`config.mk`:
```
export PLATFORM = sky130hd
export DESIGN_NAME = ifm_chunk_pingpong_ctrl
export DESIGN_NICKNAME = d
export VERILOG_FILES = /design/src/rtl/ifm_ctrl_pkg.sv /design/src/rtl/cu_done_tracker.sv /design/src/rtl/ifm_chunk_pingpong_ctrl.sv
export SDC_FILE = /design/constraint.sdc
export NUM_CORES = 1
export LEC_CHECK = 0
export BUFFER_PORTS_ARGS = -buffer_cell sky130_fd_sc_hd__buf_4
export CORE_MARGIN = 2
export CORE_UTILIZATION = 55
export CTS_BUF_LIST = sky130_fd_sc_hd__clkbuf_8
export DETAILED_ROUTE_END_ITERATION = 10
export PLACE_DENSITY = 0.79
export SYNTH_ARGS = -nofsm -noshare
export SYNTH_HDL_FRONTEND = slang
export SYNTH_SLANG_ARGS = --single-unit
```
`constraint.sdc`:
```
create_clock -name clk_i -period 3.5 [get_ports clk_i]
set_input_delay 0.35 -clock clk_i [delete_from_list [all_inputs] [get_ports clk_i]]
set_output_delay 0.35 -clock clk_i [all_outputs]
set_load 0.005 [all_outputs]
```
`src/rtl/ifm_ctrl_pkg.sv`:
```
// Shared constants and read-state encoding for the IFM chunk ping-pong controller.
`ifndef MEM_SIZE
`define MEM_SIZE 32
`endif
`ifndef BUS_SIZE
`define BUS_SIZE 4
`endif
`ifndef COMPUTE_UNIT_NUM
`define COMPUTE_UNIT_NUM 4
`endif

package ifm_ctrl_pkg;

  typedef enum logic [1:0] {
    R_IDLE  = 2'd0,
    R_START = 2'd1,
    R_RUN   = 2'd2
  } rd_state_e;

  localparam int MEM_SIZE_DEF    = `MEM_SIZE;
  localparam int BUS_SIZE_DEF    = `BUS_SIZE;
  localparam int CU_NUM_DEF      = `COMPUTE_UNIT_NUM;
  localparam int WR_CYC_NUM_DEF  = MEM_SIZE_DEF / BUS_SIZE_DEF;
  localparam int WR_CNT_W_DEF    = $clog2(WR_CYC_NUM_DEF);
  localparam int CHUNK_CNT_W_DEF = 16;

endpackage

```
`src/rtl/cu_done_tracker.sv`:
```
// Sticky per-unit done mask; reports when every compute unit has finished the chunk.
module cu_done_tracker #(
  parameter int COMPUTE_UNIT_NUM = 4
) (
  input  logic                        clk_i,
  input  logic                        rst_i,
  input  logic                        clr_i,
  input  logic                        en_i,
  input  logic [COMPUTE_UNIT_NUM-1:0] done_i,
  output logic                        all_done_o
);

  logic [COMPUTE_UNIT_NUM-1:0] mask_q;

  // Accumulate done pulses while the chunk runs; duplicates are harmless.
  always_ff @(posedge clk_i or posedge rst_i) begin
    if (rst_i) begin
      mask_q <= '0;
    end else if (clr_i) begin
      mask_q <= '0;
    end else if (en_i) begin
      mask_q <= mask_q | done_i;
    end
  end

  // Include this cycle's pulses so the release happens on the final done.
  assign all_done_o = en_i && (&(mask_q | done_i));

endmodule

```
`src/rtl/ifm_chunk_pingpong_ctrl.sv`:
```
// Double-buffered IFM chunk sequencer: fills the free buffer, starts the
// compute array on a full one, and frees it once every unit is done.
module ifm_chunk_pingpong_ctrl
  import ifm_ctrl_pkg::*;
#(
  parameter int MEM_SIZE         = MEM_SIZE_DEF,
  parameter int BUS_SIZE         = BUS_SIZE_DEF,
  parameter int COMPUTE_UNIT_NUM = CU_NUM_DEF,
  parameter int WR_CYC_NUM       = MEM_SIZE / BUS_SIZE,
  parameter int CHUNK_CNT_W      = CHUNK_CNT_W_DEF
) (
  input  logic                          clk_i,
  input  logic                          rst_i,
  input  logic                          flush_i,
  input  logic [CHUNK_CNT_W-1:0]        num_chunks_i,
  input  logic                          src_valid_i,
  output logic                          src_ready_o,
  output logic                          wr_valid_o,
  output logic                          wr_sel_o,
  output logic [$clog2(WR_CYC_NUM)-1:0] wr_count_o,
  input  logic                          start_en_i,
  output logic                          chunk_start_o,
  output logic                          rd_sel_o,
  input  logic [COMPUTE_UNIT_NUM-1:0]   cu_done_i,
  output logic [1:0]                    buf_full_o,
  output logic [CHUNK_CNT_W-1:0]        chunk_idx_o,
  output logic                          frame_done_o
);

  localparam int WR_CNT_W = $clog2(WR_CYC_NUM);
  localparam logic [WR_CNT_W-1:0] LAST_BEAT = WR_CNT_W'(WR_CYC_NUM - 1);

  logic                   wr_sel_q, rd_sel_q;
  logic [WR_CNT_W-1:0]    wr_cnt_q;
  logic [1:0]             full_q, full_set, full_clr;
  rd_state_e              state_q;
  logic                   chunk_start_q, frame_done_q, rel_q;
  logic [CHUNK_CNT_W-1:0] chunk_idx_q, num_chunks_q;
  logic                   wr_fire, last_beat, all_done, release_w;

  assign src_ready_o = !full_q[wr_sel_q];
  assign wr_fire     = src_valid_i && src_ready_o;
  assign wr_valid_o  = wr_fire;
  assign last_beat   = wr_fire && (wr_cnt_q == LAST_BEAT);
  assign release_w   = (state_q == R_RUN) && all_done;

  cu_done_tracker #(
    .COMPUTE_UNIT_NUM(COMPUTE_UNIT_NUM)
  ) u_tracker (
    .clk_i     (clk_i),
    .rst_i     (rst_i),
    .clr_i     (flush_i || release_w),
    .en_i      (state_q == R_RUN),
    .done_i    (cu_done_i),
    .all_done_o(all_done)
  );

  // Writer marks a buffer full, reader frees one; they never hit the same bit.
  always_comb begin
    full_set = '0;
    full_clr = '0;
    if (last_beat) full_set[wr_sel_q] = 1'b1;
    if (release_w) full_clr[rd_sel_q] = 1'b1;
  end

  // Write side: beat counter, buffer select and full flags.
  always_ff @(posedge clk_i or posedge rst_i) begin
    if (rst_i) begin
      wr_sel_q <= 1'b0;
      wr_cnt_q <= '0;
      full_q   <= '0;
    end else if (flush_i) begin
      wr_sel_q <= 1'b0;
      wr_cnt_q <= '0;
      full_q   <= '0;
    end else begin
      if (wr_fire) begin
        if (last_beat) begin
          wr_cnt_q <= '0;
          wr_sel_q <= ~wr_sel_q;
        end else begin
          wr_cnt_q <= wr_cnt_q + 1'b1;
        end
      end
      full_q <= (full_q | full_set) & ~full_clr;
    end
  end

  // Read FSM: start pulse, run until all units done, then release the buffer.
  // rel_q holds off a restart for one cycle after a release.
  always_ff @(posedge clk_i or posedge rst_i) begin
    if (rst_i) begin
      state_q       <= R_IDLE;
      rd_sel_q      <= 1'b0;
      chunk_start_q <= 1'b0;
      frame_done_q  <= 1'b0;
      rel_q         <= 1'b0;
      chunk_idx_q   <= '0;
      num_chunks_q  <= CHUNK_CNT_W'(1);
    end else if (flush_i) begin
      state_q       <= R_IDLE;
      rd_sel_q      <= 1'b0;
      chunk_start_q <= 1'b0;
      frame_done_q  <= 1'b0;
      rel_q         <= 1'b0;
      chunk_idx_q   <= '0;
      num_chunks_q  <= CHUNK_CNT_W'(1);
    end else begin
      chunk_start_q <= 1'b0;
      frame_done_q  <= 1'b0;
      rel_q         <= 1'b0;
      case (state_q)
        R_IDLE: begin
          if (chunk_idx_q == '0)
            num_chunks_q <= (num_chunks_i == '0) ? CHUNK_CNT_W'(1) : num_chunks_i;
          if (!rel_q && full_q[rd_sel_q] && start_en_i) begin
            state_q       <= R_START;
            chunk_start_q <= 1'b1;
          end
        end
        R_START: state_q <= R_RUN;
        R_RUN: begin
          if (all_done) begin
            state_q  <= R_IDLE;
            rd_sel_q <= ~rd_sel_q;
            rel_q    <= 1'b1;
            if (chunk_idx_q == num_chunks_q - 1'b1) begin
              chunk_idx_q  <= '0;
              frame_done_q <= 1'b1;
            end else begin
              chunk_idx_q <= chunk_idx_q + 1'b1;
            end
          end
        end
        default: state_q <= R_IDLE;
      endcase
    end
  end

  assign wr_sel_o      = wr_sel_q;
  assign wr_count_o    = wr_cnt_q;
  assign buf_full_o    = full_q;
  assign rd_sel_o      = rd_sel_q;
  assign chunk_start_o = chunk_start_q;
  assign chunk_idx_o   = chunk_idx_q;
  assign frame_done_o  = frame_done_q;

endmodule

```
==> Flow_metrics.wiki, run 1 <==
{| class="wikitable"
! Metric !! Value
|-
| Clock-pin transition on the worst setup and hold timing paths || 0.09 ns
|-
| Flip-flop cell with the highest count after synthesis || sky130_fd_sc_hd__dfrtp_1
|-
| Number of global-route vias before repair || 2,365
|-
| Synth Instances || 314
|-
| Class of the most critical setup path || register to register
|-
| RSZ-0062 raised after global routing || no
|-
| Number of enable flip-flop cells after synthesis || 0
|-
| Global-route congestion overflow total || 0
|-
| Horizontal extent of the die || 76.0 µm
|-
| Residual antenna-violating net count after detailed routing || 0
|-
| Fmax || 0.331 GHz
|-
| Count of inserted antenna diode cells || 0
|-
| Number of warning messages in the yosys log || 0
|-
| Crit end category || register
|-
| WL final || 6660 µm
|-
| Final total negative setup slack || 0 ns
|-
| RD Place Congestion || 0.909
|-
| CORE AREA || 5040 µm²
|-
| Number of cells upsized or downsized after cts || 0
|-
| Post-synthesis to final-layout area growth || 17.8%
|-
| Path class of the lowest-slack min-delay path || input pin to async pin
|-
| Antenna violations before repair || 0
|-
| Slew Limit Fails || 0
|-
| Placement row count || 26
|-
| TritonCTS clock tree || done
|-
| Die height || 76.0 µm
|-
| HPWL after detailed placement || 4770 µm
|-
| Post-layout net count || 391
|-
| Input/output buffers || 51
|-
| Worst slew pin tran || 1.00 ns
|-
| Worst slew margin relative to its limit || 0.330
|-
| Max-capacitance violation count || 0
|-
| Largest net degree at the start of global routing || 49
|-
| Endpoint required time on the critical path || 3.70 ns
|-
| Arr. time, crit path || 3.22 ns
|-
| Routed via count || 2,527
|-
| PwrDens || 301 nW/µm²
|-
| First-pass GRT wire length || 11,000 µm
|-
| Proportion of synthesized flip-flops having asynchronous set or reset || 1.00
|-
| Net count after synthesis || 344
|-
| Crit share post-route || 0.863
|-
| Placed Cells || 424
|-
| Via-per-instance ratio || 5.85
|-
| Final-report setup violation count || 0
|-
| Main area contributors after synthesis || sky130_fd_sc_hd__dfrtp_1 (41%), sky130_fd_sc_hd__xnor2_1 (5.8%), sky130_fd_sc_hd__nor2_1 (4.3%), sky130_fd_sc_hd__nand2_1 (4.1%), sky130_fd_sc_hd__xor2_1 (3.7%)
|-
| Status || completed
|-
| Netlist Area Pre-Place || 2850 µm²
|-
| Post-synthesis sequential area ratio || 0.422
|-
| TritonCTS buffer count || 5
|-
| Number of detailed-route iterations in the first pass || 4
|-
| CTS H-Tree Depth || 2
|-
| Final worst clock skew || 0.00813 ns
|-
| Top cell type by total area after synthesis || sky130_fd_sc_hd__dfrtp_1
|-
| Wirelength per Cell || 15.4 µm
|-
| Cell chosen for the clock root || sky130_fd_sc_hd__clkbuf_8
|-
| Type of element launching the critical path || register
|-
| Clock latency reported for the late side of the worst-skew pair || 0.31 ns
|-
| Global-route usage over all layers || 0.235
|-
| Maximum fanout count along the critical path || 11
|-
| Post-detailed-route DRC marker count || 0
|-
| Area of the die || 5770 µm²
|-
| Number of violations reported at the end of detailed-routing iteration 0 || 227
|-
| Final worst path period need || 3.02 ns
|-
| Most common cell after layout, fill and taps aside || sky130_fd_sc_hd__buf_4
|-
| Flip-flop and latch count after synthesis || 48
|-
| Io pins || 52
|-
| Num Clock Sinks || 48
|-
| Longest Clk Path Bufs || 2
|-
| Hold Buf Count CTS || 0
|-
| Commonest cells after routing, fill and taps aside || sky130_fd_sc_hd__buf_4 (55), sky130_fd_sc_hd__dfrtp_1 (47), sky130_fd_sc_hd__nor2_1 (33)
|-
| Synth cell types || 52
|-
| Peak VDD IR || 0.206 mV
|-
| Lkg Pwr || 0.00156 µW
|-
| Starting density of the core || 0.565
|-
| Post-CTS Repair Setup Buffers || 0
|-
| Fraction of final layout cells with drive strength greater than 1 || 0.196
|-
| Layout Cells excl Fill || 432
|-
| Fraction of synthesized cell area taken by the top area cell type || 0.413
|-
| Final-report hold violation count || 0
|-
| Syn avg cell area || 9.07 µm²
|}
==> path summary, 6_finish.rpt <==
path	start	end	slack, ns	cells after the start
max in group asynchronous	rst_i	chunk_idx_o[7]	2.59	2
min in group clk_i	num_chunks_i[8]	num_chunks_q[8]	0.29	3
min reg2reg	state_q[0]	state_q[0]	0.50	1
min	rst_i	state_q[1]	0.28	2
max reg2reg	num_chunks_q[2]	chunk_idx_o[15]	0.48	9
max	num_chunks_q[2]	chunk_idx_o[15]	0.48	9
==> state kept, by name, summed over array words and instances, names as in the netlist, 2 cells and up <==
| name | flops |
|---|---|
| num_chunks_q | 16 |
| chunk_idx_o | 16 |
| wr_count_o | 3 |
| buf_full_o | 2 |
| state_q | 2 |
| u_tracker.mask_q | 4 |
==> cell type report <==
class | instances | area (µm²)
inverters | 8 | 30.0
flip-flops and latches | 48 | 1200
well taps | 70 | 87.6
repair buffers | 55 | 413
multi-input cells | 243 | 1540
clock buffers | 5 | 68.8
fillers | 434 | 1690
clock inverters | 3 | 11.3
==> routing by layer <==
layer	vias up	global-route usage	share of wire
li1	1216	-	-
met1	1235	0.297	0.43
met2	68	0.404	0.50
met3	8	0.0557	0.057
met4	0	0.0655	0.0092
met5	-	0	0
==> cell usage after synthesis (3+ instances only) <==
| cell | instances |
|---|---|
| sky130_fd_sc_hd__mux2i_1 | 7 |
| sky130_fd_sc_hd__or3_1 | 3 |
| sky130_fd_sc_hd__xnor2_1 | 19 |
| sky130_fd_sc_hd__clkbuf_1 | 10 |
| sky130_fd_sc_hd__a31oi_1 | 3 |
| sky130_fd_sc_hd__and3_1 | 5 |
| sky130_fd_sc_hd__nor4_1 | 10 |
| sky130_fd_sc_hd__nand4_1 | 7 |
| sky130_fd_sc_hd__nor2b_1 | 4 |
| sky130_fd_sc_hd__nand2b_1 | 6 |
| sky130_fd_sc_hd__and2_1 | 10 |
| sky130_fd_sc_hd__nand2_1 | 31 |
| sky130_fd_sc_hd__nor4b_2 | 3 |
| sky130_fd_sc_hd__nor3_1 | 8 |
| sky130_fd_sc_hd__o21bai_1 | 3 |
| sky130_fd_sc_hd__nand3_1 | 13 |
| sky130_fd_sc_hd__xor2_1 | 12 |
| sky130_fd_sc_hd__dfrtp_1 | 47 |
| sky130_fd_sc_hd__inv_1 | 8 |
| sky130_fd_sc_hd__nor2_1 | 33 |
| sky130_fd_sc_hd__o21ai_0 | 19 |
| sky130_fd_sc_hd__ha_1 | 5 |
| sky130_fd_sc_hd__nor4b_1 | 4 |
| sky130_fd_sc_hd__a21oi_1 | 9 |
==> worst max-delay path, stage by stage, from the launching register on <==
cell and delay (ns):
sky130_fd_sc_hd__dfrtp_1 0.47, sky130_fd_sc_hd__or4_4 0.52, sky130_fd_sc_hd__or3b_1 0.51, sky130_fd_sc_hd__nor4b_2 0.29, sky130_fd_sc_hd__xnor2_1 0.15, sky130_fd_sc_hd__nand4_1 0.12
sky130_fd_sc_hd__nor4b_2 0.28, sky130_fd_sc_hd__buf_4 0.21, sky130_fd_sc_hd__nor3_2 0.06, sky130_fd_sc_hd__a221o_1 0.31
==> kinds of logic (layout without fill, tap and decap cells) <==
group / after synthesis / in the layout / share of synthesized area
and+or+nand+nor: 147 / 147 / 0.279
AOI/OAI and AO/OA: 52 / 52 / 0.117
DFF: 48 / 48 / 0.422
xor gates and xnor gates: 31 / 31 / 0.0953
buffers and inverters: 23 / 71 / 0.0360
muxes: 8 / 8 / 0.0285
adders and majority gates: 5 / 5 / 0.0220
==> metrics by stage <==
stage	hold slack, ns	setup WS (ns)	total power (µW)	cell area [µm²]	util
6_report	0.283	0.479	1010	3360	0.666
5_1_grt	0.284	0.255	1070	3360	0.666
4_1_cts	0.289	0.468	1020	3360	0.666
3_5_place_dp	0.489	0.480	702	3280	0.650
3_3_place_gp	0.482	0.523	699	3280	0.650
2_1_floorplan	0.458	0.591	657	2850	-
==> where the power goes <==
| part | leakage [µW] | switching [µW] | internal, µW | total [µW] |
|---|---|---|---|---|
| Sequential | 0.000650 | 15.9 | 566 | 582 |
| Combinational | 0.000855 | 58.9 | 50.5 | 109 |
| Clock | 0.0000519 | 187 | 134 | 321 |
| Total | 0.00156 | 262 | 750 | 1010 |
No activity file was read; power rests on OpenSTA's default activity.
==> run 2, diff against run 1 <==
--- a/config.mk
+++ b/config.mk
@@ -6,6 +6,7 @@
 export NUM_CORES = 1
 export LEC_CHECK = 0
 export BUFFER_PORTS_ARGS = -buffer_cell sky130_fd_sc_hd__buf_4
+export CORE_ASPECT_RATIO = 1.75
 export CORE_MARGIN = 2
 export CORE_UTILIZATION = 55
 export CTS_BUF_LIST = sky130_fd_sc_hd__clkbuf_8
==> constraint.sdc (replaced) <==
create_clock -name clk_i -period 3.5 [get_ports clk_i]
set_input_delay 0.35 -clock clk_i [delete_from_list [all_inputs] [get_ports clk_i]]
set_output_delay 0.35 -clock clk_i [all_outputs]
set_load 0.1 [all_outputs]
==> run 2 against run 1 <==
Routed wire length up 2.9%. Global-route usage grew 1.8 points. First-iteration DRC count fell by 71%. Via count shrank 1.1%. Sequential power barely moved. Clock power rose by 10%. Design area up 0.26%. Setup slack got worse by 0.080 ns. Flip-flop and latch count unchanged. Power up 5.0%.
==> Flow_metrics.wiki, run 2 (same netlist as run 1, synthesis figures left out) <==
{| class="wikitable"
! Metric !! Value
|-
| Post-CTS Repair Setup Buffers || 0 (unchanged)
|-
| Crit share post-route || 0.886 (+0.0229)
|-
| Clock latency reported for the late side of the worst-skew pair || 0.30 ns (about the same)
|-
| RD Place Congestion || 0.842 (-7.4%)
|-
| Status || completed
|-
| Fmax || 0.322 GHz (-2.6%)
|-
| Starting density of the core || 0.572 (+0.00739)
|-
| Longest Clk Path Bufs || 2 (unchanged)
|-
| Clock-pin transition on the worst setup and hold timing paths || 0.09 ns (about the same)
|-
| Wirelength per Cell || 16.5 µm (+7.1%)
|-
| Buf/Inv on CP || 1 (unchanged)
|-
| Worst slew pin tran || 0.991 ns (-0.0119 ns)
|-
| Post-layout net count || 391 (unchanged)
|-
| WL final || 6860 µm (+2.9%)
|-
| Number of global-route vias before repair || 2,489 (+5.2%)
|-
| Critical Path Slowest Stage Cell || sky130_fd_sc_hd__or4_4
|-
| Hold Buf Count CTS || 0 (unchanged)
|-
| Num Clock Sinks || 48 (unchanged)
|-
| Peak VDD IR || 0.288 mV (+40%)
|-
| Input/output buffers || 51 (unchanged)
|-
| Power after layout || 1060 µW (+5.0%)
|-
| Routed via count || 2,500 (-1.1%)
|-
| Final-report setup violation count || 0 (unchanged)
|-
| Via-per-instance ratio || 6.02 (+3.0%)
|-
| TritonCTS clock tree || done
|-
| Arr. time, crit path || 3.28 ns (+0.06 ns)
|-
| Antenna violations before repair || 0 (unchanged)
|-
| Fraction of final layout cells with drive strength greater than 1 || 0.205 (+0.00885)
|-
| Endpoint required time on the critical path || 3.68 ns (-0.02 ns)
|-
| PwrDens || 316 nW/µm² (+4.8%)
|-
| Class of the most critical setup path || register to register
|-
| Max-capacitance violation count || 0 (unchanged)
|-
| Global-route usage over all layers || 0.253 (+0.0182)
|-
| Area of the die || 5790 µm² (+0.40%)
|-
| Timing startpoint of the critical path || num_chunks_q[2]
|-
| R2r startpoint || num_chunks_q[2]
|-
| RSZ-0062 raised after global routing || no
|-
| Final worst path period need || 3.10 ns (+0.0803 ns)
|-
| HPWL after detailed placement || 5110 µm (+7.1%)
|-
| Post-synthesis to final-layout area growth || 18.1%
|-
| Final total negative setup slack || 0 ns (unchanged)
|-
| Horizontal extent of the die || 58.4 µm (-23%)
|-
| CP dominant cell by count || sky130_fd_sc_hd__nor4b_2
|-
| Type of element launching the critical path || register
|-
| Die height || 99.2 µm (+31%)
|-
| CORE AREA || 4980 µm² (-1.3%)
|-
| Path class of the lowest-slack min-delay path || input pin to async pin
|-
| Global-route congestion overflow total || 0 (unchanged)
|-
| Crit end category || register
|-
| Io pins || 52 (unchanged)
|-
| Largest net degree at the start of global routing || 49 (unchanged)
|-
| Crit path largest cell delay || 0.52 ns (about the same)
|-
| Post-detailed-route DRC marker count || 0 (unchanged)
|-
| Number of detailed-route iterations in the first pass || 4 (unchanged)
|-
| Count of inserted antenna diode cells || 0 (unchanged)
|-
| First-pass GRT wire length || 11,400 µm (+3.8%)
|-
| Placement row count || 34 (+31%)
|-
| Commonest cells after routing, fill and taps aside || sky130_fd_sc_hd__buf_4 (55), sky130_fd_sc_hd__dfrtp_1 (47), sky130_fd_sc_hd__nor2_1 (33)
|-
| TritonCTS buffer count || 5 (unchanged)
|-
| Number of violations reported at the end of detailed-routing iteration 0 || 65 (-71%)
|-
| Residual antenna-violating net count after detailed routing || 0 (unchanged)
|-
| Lkg Pwr || 0.00156 µW (about the same)
|-
| Ordered cell list for the critical path || or4_4, or3b_1, nor4b_2, xnor2_1, nand4_1, nor4b_2, buf_4, nor3_2, a221o_1
|-
| Most common cell after layout, fill and taps aside || sky130_fd_sc_hd__buf_4
|-
| Final-report hold violation count || 0 (unchanged)
|-
| Worst slew margin relative to its limit || 0.338 (+0.00792)
|-
| Slew Limit Fails || 0 (unchanged)
|-
| CTS H-Tree Depth || 2 (unchanged)
|-
| Cell chosen for the clock root || sky130_fd_sc_hd__clkbuf_8
|-
| Top Family by Delay on Critical Path || simple AND/OR/NAND/NOR gates
|-
| Maximum fanout count along the critical path || 11 (unchanged)
|-
| Number of cells upsized or downsized after cts || 0 (unchanged)
|-
| Final worst clock skew || 0.0112 ns (+0.00304 ns)
|}
==> run 2: cell types whose count changed in the layout (fill, tap and decap cells not counted) <==
cell                       previous run  this run
sky130_fd_sc_hd__inv_1               10         7
sky130_fd_sc_hd__clkbuf_8             5         7
sky130_fd_sc_hd__mux2i_4              0         1
sky130_fd_sc_hd__mux2i_1              7         6
==> run 2: per-layer routing <==
metal | vias up | part of all wire | track usage
met1 | 1217 | 0.39 | 0.301
met4 | 0 | 0.022 | 0.0948
met5 | - | 0 | 0
met2 | 70 | 0.55 | 0.449
met3 | 15 | 0.039 | 0.0338
li1 | 1198 | - | -
==> run 2: metrics by stage <==
stage | cells | area, µm² | setup WS (ns) | hold WS, ns | util
2_1_floorplan | 314 | 2860 | 0.267 | 0.458 | -
3_3_place_gp | 408 | 3270 | 0.504 | 0.485 | 0.657
3_5_place_dp | 408 | 3270 | 0.439 | 0.498 | 0.657
4_1_cts | 415 | 3370 | 0.411 | 0.298 | 0.676
5_1_grt | 415 | 3370 | 0.283 | 0.304 | 0.676
6_report | 415 | 3370 | 0.399 | 0.277 | 0.676
==> run 2: worst paths after layout <==
| check | to | slack (ns) | depth (start not counted) |
|---|---|---|---|
| min in group clk_i | num_chunks_q[2] | 0.30 | 3 |
| hold reg to reg | chunk_start_o | 0.51 | 1 |
| max in group asynchronous | chunk_idx_o[13] | 2.59 | 2 |
| setup / recovery | chunk_idx_o[15] | 0.40 | 9 |
| hold / removal | num_chunks_q[13] | 0.28 | 2 |
| setup reg to reg | chunk_idx_o[15] | 0.40 | 9 |
==> run 2: cell type report <==
class,instances,area (µm²)
tap,54,67.6
multi-input combinational,243,1560
clock buffer,7,96.3
inverter,8,30.0
fill,431,1610
timing repair buffer,55,413
sequential,48,1200
==> run 2: power by group <==
part           internal (µW)  leakage [µW]  switching (µW)  total [µW]
Clock                    176     0.0000503             178         354
Combinational           50.9      0.000857            75.8         127
Sequential               566      0.000650            16.4         582
Total                    793       0.00156             270        1060
==> run 2: worst register-to-register path, cell delays in order (launching register included) <==
cell,delay [ns]
sky130_fd_sc_hd__dfrtp_1,0.46
sky130_fd_sc_hd__or4_4,0.53
sky130_fd_sc_hd__or3b_1,0.52
sky130_fd_sc_hd__nor4b_2,0.29
sky130_fd_sc_hd__xnor2_1,0.17
sky130_fd_sc_hd__nand4_1,0.14
sky130_fd_sc_hd__nor4b_2,0.29
sky130_fd_sc_hd__buf_4,0.22
sky130_fd_sc_hd__nor3_2,0.07
sky130_fd_sc_hd__a221o_1,0.31
==> run 3, diff against run 2 <==
--- a/config.mk
+++ b/config.mk
@@ -7,11 +7,10 @@
 export LEC_CHECK = 0
 export BUFFER_PORTS_ARGS = -buffer_cell sky130_fd_sc_hd__buf_4
 export CORE_ASPECT_RATIO = 1.75
-export CORE_MARGIN = 2
-export CORE_UTILIZATION = 55
+export CORE_UTILIZATION = 30
 export CTS_BUF_LIST = sky130_fd_sc_hd__clkbuf_8
 export DETAILED_ROUTE_END_ITERATION = 10
-export PLACE_DENSITY = 0.79
+export PLACE_DENSITY = 0.48
 export SYNTH_ARGS = -nofsm -noshare
 export SYNTH_HDL_FRONTEND = slang
 export SYNTH_SLANG_ARGS = --single-unit
==> run 3 against run 2 <==
Combinational power about the same. Die area up 71%. Sequential power is essentially flat. Register-to-register slack worse by 0.07 ns. Flip-flop and latch count unchanged. Critical path depth decreased by 1. Highest routed layer unchanged. Clock-buffer cell count decreased by 1. Routed wire length increased by 8.8%. Critical path type unchanged.
==> Flow_metrics.wiki, run 3 (same netlist as run 1, synthesis figures left out) <==
{| class="wikitable"
! Metric !! Value
|-
| Arr. time, crit path || 3.36 ns (+0.08 ns)
|-
| Input/output buffers || 51 (unchanged)
|-
| Hold Buf Count CTS || 0 (unchanged)
|-
| Clock latency reported for the late side of the worst-skew pair || 0.30 ns (about the same)
|-
| Type of element launching the critical path || register
|-
| RD Place Congestion || 0.738 (-12%)
|-
| Lkg Pwr || 0.00157 µW (+0.92%)
|-
| Starting density of the core || 0.311 (-0.261)
|-
| Crit share post-route || 0.907 (+0.0204)
|-
| RSZ-0062 raised after global routing || no
|-
| Post-CTS Repair Setup Buffers || 0 (unchanged)
|-
| Cell chosen for the clock root || sky130_fd_sc_hd__clkbuf_8
|-
| Fraction of final layout cells with drive strength greater than 1 || 0.206 (+0.00106)
|-
| Slack of the critical path || 0.327 ns (-0.0715 ns)
|-
| Final total negative setup slack || 0 ns (unchanged)
|-
| CORE AREA || 9150 µm² (+84%)
|-
| PwrDens || 303 nW/µm² (-4.2%)
|-
| Post-synthesis to final-layout area growth || 21.3%
|-
| Global-route usage over all layers || 0.165 (-0.0878)
|-
| Die height || 131 µm (+32%)
|-
| Endpoint required time on the critical path || 3.69 ns (about the same)
|-
| Most common cell after layout, fill and taps aside || sky130_fd_sc_hd__buf_4
|-
| Final worst clock skew || 0.00469 ns (-0.00648 ns)
|-
| TritonCTS clock tree || done
|-
| Worst slew margin relative to its limit || 0.317 (-0.0215)
|-
| Fmax || 0.315 GHz (-2.3%)
|-
| Fill cell total of the finished layout || 955 (+120%)
|-
| Crit end category || register
|-
| Final-report setup violation count || 0 (unchanged)
|-
| Antenna violations before repair || 0 (unchanged)
|-
| First-pass GRT wire length || 12,000 µm (+4.8%)
|-
| HPWL after detailed placement || 5630 µm (+10%)
|-
| Max-capacitance violation count || 0 (unchanged)
|-
| Num Clock Sinks || 48 (unchanged)
|-
| WL final || 7460 µm (+8.8%)
|-
| Clock-pin transition on the worst setup and hold timing paths || 0.08 ns (about the same)
|-
| Number of detailed-route iterations in the first pass || 4 (unchanged)
|-
| Post-detailed-route DRC marker count || 0 (unchanged)
|-
| Residual antenna-violating net count after detailed routing || 0 (unchanged)
|-
| Final worst path period need || 3.17 ns (+0.0715 ns)
|-
| Largest net degree at the start of global routing || 49 (unchanged)
|-
| Count of inserted antenna diode cells || 0 (unchanged)
|-
| Post-layout net count || 393 (+0.51%)
|-
| Power after layout || 1050 µW (-1.6%)
|-
| Wirelength per Cell || 15.4 µm (-6.7%)
|-
| Commonest cells after routing, fill and taps aside || sky130_fd_sc_hd__buf_4 (57), sky130_fd_sc_hd__dfrtp_1 (47), sky130_fd_sc_hd__nor2_1 (33)
|-
| Routed via count || 2,381 (-4.8%)
|-
| Via-per-instance ratio || 4.92 (-18%)
|-
| Final-report hold violation count || 0 (unchanged)
|-
| Horizontal extent of the die || 75.7 µm (+30%)
|-
| Slew Limit Fails || 0 (unchanged)
|-
| Status || completed
|-
| Setup WS pre-CTS || 0.423 ns (-0.0157 ns)
|-
| Final core utilization || 0.378 (-0.298)
|-
| Path class of the lowest-slack min-delay path || input pin to async pin
|-
| Area of the die || 9910 µm² (+71%)
|-
| TritonCTS buffer count || 5 (unchanged)
|-
| Peak VDD IR || 0.208 mV (-28%)
|-
| Global-route congestion overflow total || 0 (unchanged)
|-
| Area of all sequential standard cells || 1200 µm² (unchanged)
|-
| Class of the most critical setup path || register to register
|-
| CTS H-Tree Depth || 2 (unchanged)
|-
| Maximum fanout count along the critical path || 11 (unchanged)
|-
| Area of the multi-input gates || 1560 µm² (unchanged)
|-
| Worst slew pin tran || 1.02 ns (+0.0323 ns)
|-
| Io pins || 52 (unchanged)
|-
| Number of global-route vias before repair || 2,405 (-3.4%)
|-
| Longest Clk Path Bufs || 2 (unchanged)
|-
| Number of cells upsized or downsized after cts || 0 (unchanged)
|-
| Number of violations reported at the end of detailed-routing iteration 0 || 140 (+120%)
|-
| Placement row count || 46 (+35%)
|}
run 3: through the flow:
step | std cells | hold slack (ns) | instance area [µm²]
after CTS | 484 | 0.290 | 3460
after global placement | 476 | 0.495 | 3370
final | 484 | 0.294 | 3460
after detailed placement | 476 | 0.514 | 3370
after floorplan | 314 | 0.458 | 2860
after global routing | 484 | 0.295 | 3460
run 3: final cells by class:
cell class | instances | share of cell area
multi-input cells | 243 | 0.450
flip-flops and latches | 48 | 0.348
repair buffers | 57 | 0.124
well taps | 120 | 0.0434
clock buffers | 6 | 0.0239
inverters | 8 | 0.00869
clock inverters | 2 | 0.00217
run 3: worst max-delay path: stages, from the launching register on:
cell,delay [ns]
sky130_fd_sc_hd__dfrtp_1,0.47
sky130_fd_sc_hd__or4_4,0.53
sky130_fd_sc_hd__or3b_1,0.51
sky130_fd_sc_hd__o41ai_1,0.50
sky130_fd_sc_hd__o21ai_0,0.20
sky130_fd_sc_hd__nor4b_2,0.25
sky130_fd_sc_hd__buf_4,0.22
sky130_fd_sc_hd__nor3_2,0.07
sky130_fd_sc_hd__a221o_1,0.31
run 3: metal layers:
layer,vias up,wire [µm],GRT usage
li1,1204,-,-
met1,1138,3030,0.178
met2,32,4120,0.314
met3,7,190,0.0276
met4,0,122,0.0534
met5,-,0,0
run 3: power by group:
part | internal (µW) | switching [µW]
sequential | 566 | 16.5
combinational | 50.8 | 75.3
clock | 156 | 182
run 3: worst paths after layout:
kind / start / end / slack, ns / depth (start not counted)
min in group clk_i: num_chunks_i[4] / num_chunks_q[4] / 0.30 / 3
worst min-delay path: rst_i / wr_count_o[0] / 0.29 / 2
worst min register to register: state_q[0] / chunk_start_o / 0.52 / 1
max in group asynchronous: rst_i / chunk_idx_o[14] / 2.56 / 2
worst max-delay path: num_chunks_q[2] / chunk_idx_o[15] / 0.33 / 8
worst max register to register: num_chunks_q[2] / chunk_idx_o[15] / 0.33 / 8
